[config.mk]
export PLATFORM = sky130hd
export DESIGN_NAME = ram_sync_dp_flat
export DESIGN_NICKNAME = d
export VERILOG_FILES = /design/src/rtl/ram_sync_dp_if.sv /design/src/rtl/ram_sync_dp.sv /design/src/flat_wrapper.sv
export SDC_FILE = /design/constraint.sdc
export NUM_CORES = 1
export LEC_CHECK = 0
export ABC_AREA = 0
export BUFFER_PORTS_ARGS = -buffer_cell sky130_fd_sc_hd__buf_2
export CAP_MARGIN = 20
export CORE_MARGIN = 2
export CORE_UTILIZATION = 45
export DETAILED_ROUTE_END_ITERATION = 12
export GPL_ROUTABILITY_DRIVEN = 0
export PLACE_DENSITY_LB_ADDON = 0.15
export SLEW_MARGIN = 20
export SYNTH_ARGS = -nofsm -noshare
export SYNTH_HDL_FRONTEND = slang
export SYNTH_SLANG_ARGS = --single-unit
[constraint.sdc]
create_clock -name clk -period 2.6 [get_ports clk]
set_input_delay 0.26 -clock clk [delete_from_list [all_inputs] [get_ports clk]]
set_output_delay 0.26 -clock clk [all_outputs]
set_load 0.05 [all_outputs]
[src/rtl/ram_sync_dp_if.sv]
// Access bus for ram_sync_dp: clear request, one write port, one read port,
// and the registered read result with its valid strobe and the ready flag.
interface ram_sync_dp_if #(
  parameter int DATA_W = 8,
  parameter int ADDR_W = 5
);
  logic              clr;
  logic              wena;
  logic [ADDR_W-1:0] waddr;
  logic [DATA_W-1:0] datain;
  logic              rena;
  logic [ADDR_W-1:0] raddr;
  logic [DATA_W-1:0] dataout;
  logic              rvalid;
  logic              ready;

  modport master (
    output clr, wena, waddr, datain, rena, raddr,
    input  dataout, rvalid, ready
  );

  modport slave (
    input  clr, wena, waddr, datain, rena, raddr,
    output dataout, rvalid, ready
  );
endinterface

[src/rtl/ram_sync_dp.sv]
// Simple dual-port synchronous RAM with registered read data and a clear
// sequencer that zeroes every word after reset or on a clr request.
module ram_sync_dp #(
  parameter int DATA_W      = 8,
  parameter int ADDR_W      = 5,
  parameter int WRITE_FIRST = 0
) (
  input logic           clk,
  input logic           rst_n,
  ram_sync_dp_if.slave  bus
);
  localparam int DEPTH = 1 << ADDR_W;

  typedef enum logic {CLEAR, RUN} state_t;

  state_t            state;
  state_t            state_next;
  logic [ADDR_W-1:0] clr_ptr;
  logic [ADDR_W-1:0] ptr_next;
  logic              mem_we;
  logic [ADDR_W-1:0] mem_waddr;
  logic [DATA_W-1:0] mem_wdata;
  logic              rd_en;
  logic              wr_hit;

  logic [DATA_W-1:0] mem [DEPTH];

  always_ff @(posedge clk or negedge rst_n) begin
    if (!rst_n) begin
      state   <= CLEAR;
      clr_ptr <= '0;
    end else begin
      state   <= state_next;
      clr_ptr <= ptr_next;
    end
  end

  // The sweep owns the write port while clearing; user accesses only in RUN.
  always_comb begin
    state_next = state;
    ptr_next   = clr_ptr;
    mem_we     = 1'b0;
    mem_waddr  = bus.waddr;
    mem_wdata  = bus.datain;
    rd_en      = 1'b0;
    case (state)
      CLEAR: begin
        mem_we    = 1'b1;
        mem_waddr = clr_ptr;
        mem_wdata = '0;
        if (clr_ptr == {ADDR_W{1'b1}}) begin
          state_next = RUN;
          ptr_next   = '0;
        end else begin
          ptr_next = clr_ptr + ADDR_W'(1);
        end
      end
      RUN: begin
        if (bus.clr) begin
          state_next = CLEAR;
          ptr_next   = '0;
        end else begin
          mem_we = bus.wena;
          rd_en  = bus.rena;
        end
      end
      default: begin
        state_next = CLEAR;
        ptr_next   = '0;
      end
    endcase
  end

  // Storage has no reset; writes are held off while rst_n is low.
  always_ff @(posedge clk) begin
    if (mem_we && rst_n)
      mem[mem_waddr] <= mem_wdata;
  end

  assign wr_hit = mem_we && (bus.waddr == bus.raddr);

  always_ff @(posedge clk or negedge rst_n) begin
    if (!rst_n) begin
      bus.dataout <= '0;
      bus.rvalid  <= 1'b0;
    end else begin
      bus.rvalid <= rd_en;
      if (rd_en)
        bus.dataout <= ((WRITE_FIRST != 0) && wr_hit) ? bus.datain : mem[bus.raddr];
    end
  end

  assign bus.ready = (state == RUN);
endmodule

[src/flat_wrapper.sv]
// flat-port wrapper written by rule: the top's interface ports become plain ports
module ram_sync_dp_flat 
#(
  parameter int DATA_W      = 8,
  parameter int ADDR_W      = 5,
  parameter int WRITE_FIRST = 0
)
  (clk, rst_n, bus_clr, bus_wena, bus_waddr, bus_datain, bus_rena, bus_raddr, bus_dataout, bus_rvalid, bus_ready);
  ram_sync_dp_if #(.DATA_W(DATA_W), .ADDR_W(ADDR_W)) bus_i ();
  input logic clk;
  input logic rst_n;
  input wire logic [$bits(bus_i.clr)-1:0] bus_clr;
  input wire logic [$bits(bus_i.wena)-1:0] bus_wena;
  input wire logic [$bits(bus_i.waddr)-1:0] bus_waddr;
  input wire logic [$bits(bus_i.datain)-1:0] bus_datain;
  input wire logic [$bits(bus_i.rena)-1:0] bus_rena;
  input wire logic [$bits(bus_i.raddr)-1:0] bus_raddr;
  output wire logic [$bits(bus_i.dataout)-1:0] bus_dataout;
  output wire logic [$bits(bus_i.rvalid)-1:0] bus_rvalid;
  output wire logic [$bits(bus_i.ready)-1:0] bus_ready;
  assign bus_i.clr = bus_clr;
  assign bus_i.wena = bus_wena;
  assign bus_i.waddr = bus_waddr;
  assign bus_i.datain = bus_datain;
  assign bus_i.rena = bus_rena;
  assign bus_i.raddr = bus_raddr;
  assign bus_dataout = bus_i.dataout;
  assign bus_rvalid = bus_i.rvalid;
  assign bus_ready = bus_i.ready;
  ram_sync_dp #(.DATA_W(DATA_W), .ADDR_W(ADDR_W), .WRITE_FIRST(WRITE_FIRST)) u_core (.clk(clk), .rst_n(rst_n), .bus(bus_i));
endmodule
==> out/results.ini <==
[run_status]
status=complete, no violations

[clock_network]
post-cts-setup-buffers=0
cts_resized=0
cts_tree=built
clock_latency_ns=0.53
cts_hold_buf=2
clock_sink_count=271
cts_buffers=27
cts_root_buf=clkbuf_16
path_clk_slew_ns=0.06
htreeDepth=1
clock_path_buffers=3

[detailed_routing]
via_count=5856
drt-total-wl_um=25300
first_pass_iters=7
via_per_inst=5.49
ant_nets=0
route.detailed.drc=0
wire_per_inst_um=23.7
first_iter_violations=567

[worst_setup_path]
cpMostUsedCell=buf_4
r2r_slack_ns=0.37
end_kind=flip-flop
critPathTopFamily=simple AND/OR/NAND/NOR gates
crit_path_start=u_core.bus.ready
critPathSlowestCell=dfrtp_1
slowest_delay_ns=0.55
r2r_cells=6
cp_num_buf_inv=2
crit_type=flip-flop to flip-flop
worst_setup_path_start_kind=flip-flop
path_cells=buf_4 > nand2b_1 > a21boi_0 > nand2_1 > nor2_1 > buf_4
required_ns=2.83
cp_max_fo=19
reg2reg_from=u_core.bus.ready
r2r_end=u_core.mem[27][6]
cp.arrival_ns=2.46

[finish]
final_util=0.525
syn2layout_area_growth_pct=15.2
layout-drive-gt1-share=0.205
register_area_sq_um=8060
layout_commonest_cell=edfxtp_1
multi_input_area_sq_um=2680
layout.nets=751
mostFrequentLayoutCells=256 x edfxtp_1, 129 x mux2i_1, 57 x buf_4
diodes=0
final.fill_count=1928

[sta]
period_minus_slack_ns=2.23
slew_headroom=0.585
period_share=0.856
finalSetupViolCount=0
finalHoldViolations=0
setup_slack_ns=0.373
rsz0062_at_grt=no
worstMarginPinSlew_ns=0.623
setup-tns-final_ns=0
whs_ns=0.0593
fmax_ghz=0.449
finalClockSkew_ns=0.00957
finalMaxSlewViolations=0

[yosys]
yosys_warnings=0
synth_compound_area_frac=0.0856
syn_area_sq_um=11000
yosys.area_share.adder=0.00227
seq_area_frac_synth=0.733
synth_top_family_by_area=multiplexers
synth-xor-area-share=0
syn_nets=666
yosysUniqueCellTypes=37
synth-simple-area-share=0.0349
ys_ff_latch=271
synth.area.mux_share=0.120
avgSynthCellArea_sq_um=17.2
synthCells=641

[die]
dieWidth_um=160
die-area_sq_um=25700
die_h_um=160
coreArea_sq_um=24200
ios=33
rows=57
initial_core_util=0.455

[job]
max_cap_viol_count=0

[placed_design]
dp_hpwl_um=16200
io_buffers=32
dp_slack_ns=0.363

[global_route]
track_usage=0.199
grt_antenna_before_repair=0
grt_pass1_wl_um=37800
grt_start_max_net_pins=34
grt_pass1_vias=6017
grt_overflow=0

[power_and_ir_drop]
p_total_mw=11.5
leakagePower_nw=4.67
ir_drop_mv=0.726
power-per-cell-area_nw_per_um2=904

[hold_path]
hold_class=primary input to async pin

-- synthesized netlist by cell type --
library cell | n | area (sq um)
ha_1 | 2 | 25.0
buf_2 | 3 | 15.0
and3_1 | 1 | 6.26
o21ai_0 | 2 | 10.0
a21oi_1 | 18 | 90.1
and2b_1 | 2 | 15.0
nor2b_1 | 1 | 6.26
buf_6 | 4 | 45.0
buf_12 | 2 | 40.0
clkbuf_4 | 1 | 7.51
a21boi_0 | 1 | 7.51
o32ai_1 | 4 | 35.0
a22oi_1 | 32 | 240
edfxtp_1 | 256 | 7690
buf_1 | 4 | 15.0
buf_8 | 1 | 15.0
nand2_1 | 24 | 90.1
clkbuf_1 | 16 | 60.1
mux2_2 | 3 | 33.8
nand2b_1 | 6 | 37.5
and2_1 | 9 | 56.3
a221oi_2 | 12 | 180
nor2_1 | 35 | 131
buf_4 | 6 | 45.0
o21ai_1 | 1 | 5.00
dfrtp_1 | 15 | 375
or2_2 | 2 | 12.5
o41ai_2 | 8 | 130
nand3_1 | 1 | 5.00
nor4bb_1 | 1 | 10.0
nor3_1 | 1 | 5.00
nand4b_1 | 1 | 8.76
a221oi_1 | 4 | 35.0
o22ai_1 | 11 | 68.8
a22o_1 | 16 | 140
inv_1 | 6 | 22.5
mux2i_1 | 129 | 1290
-- state kept, by name, summed over array words and instances, names as in the netlist --
register	flops
u_core.clr_ptr	5
u_core.bus.ready	1
u_core.bus.dataout	8
u_core.bus.rvalid	1
u_core.mem	256
-- cell type report --
cell class / instances / area share
clock inverters: 11 / 0.0118
multi-input cells: 327 / 0.211
repair buffers: 93 / 0.0516
inverters: 6 / 0.00178
flip-flops and latches: 271 / 0.636
clock buffers: 35 / 0.0556
well taps: 324 / 0.0320
-- power breakdown --
part | leakage [nW] | internal [mW] | switching (mW) | total [mW]
clock | 0.417 | 2.29 | 1.52 | 3.81
combinational | 1.69 | 0.592 | 1.47 | 2.06
sequential | 2.56 | 5.41 | 0.191 | 5.60
-- metal layers --
layer	wire (um)	part of all wire	up-vias	track usage
met5	0	0	-	0
met4	436	0.017	0	0.0524
met3	1140	0.045	27	0.0258
met2	12200	0.48	160	0.326
met1	11500	0.46	2960	0.284
li1	-	-	2709	-
-- stage by stage --
step | area [sq um] | instances
final | 12700 | 1067
after global routing | 12700 | 1067
after CTS | 12700 | 1067
after detailed placement | 11800 | 1019
after global placement | 11800 | 1019
after floorplan | 11000 | 641
-- kinds of logic after synthesis --
| family | after synthesis |
|---|---|
| simple gates | 84 |
| compound gates | 109 |
| buf+inv | 43 |
| flops | 271 |
| fa+ha+maj | 2 |
| mux | 132 |
-- how the worst max path moves through the flow --
stage / end / slack [ns] / depth (start not counted)
after floorplan: u_core.mem[0][0] / 0.12 / 5
after global placement: u_core.mem[27][5] / 0.39 / 6
after detailed placement: u_core.mem[27][7] / 0.36 / 6
after CTS: u_core.mem[27][5] / 0.35 / 6
after global routing: u_core.mem[31][0] / 0.19 / 6
final: u_core.mem[27][6] / 0.37 / 6
No activity file was read; power rests on OpenSTA's default activity.
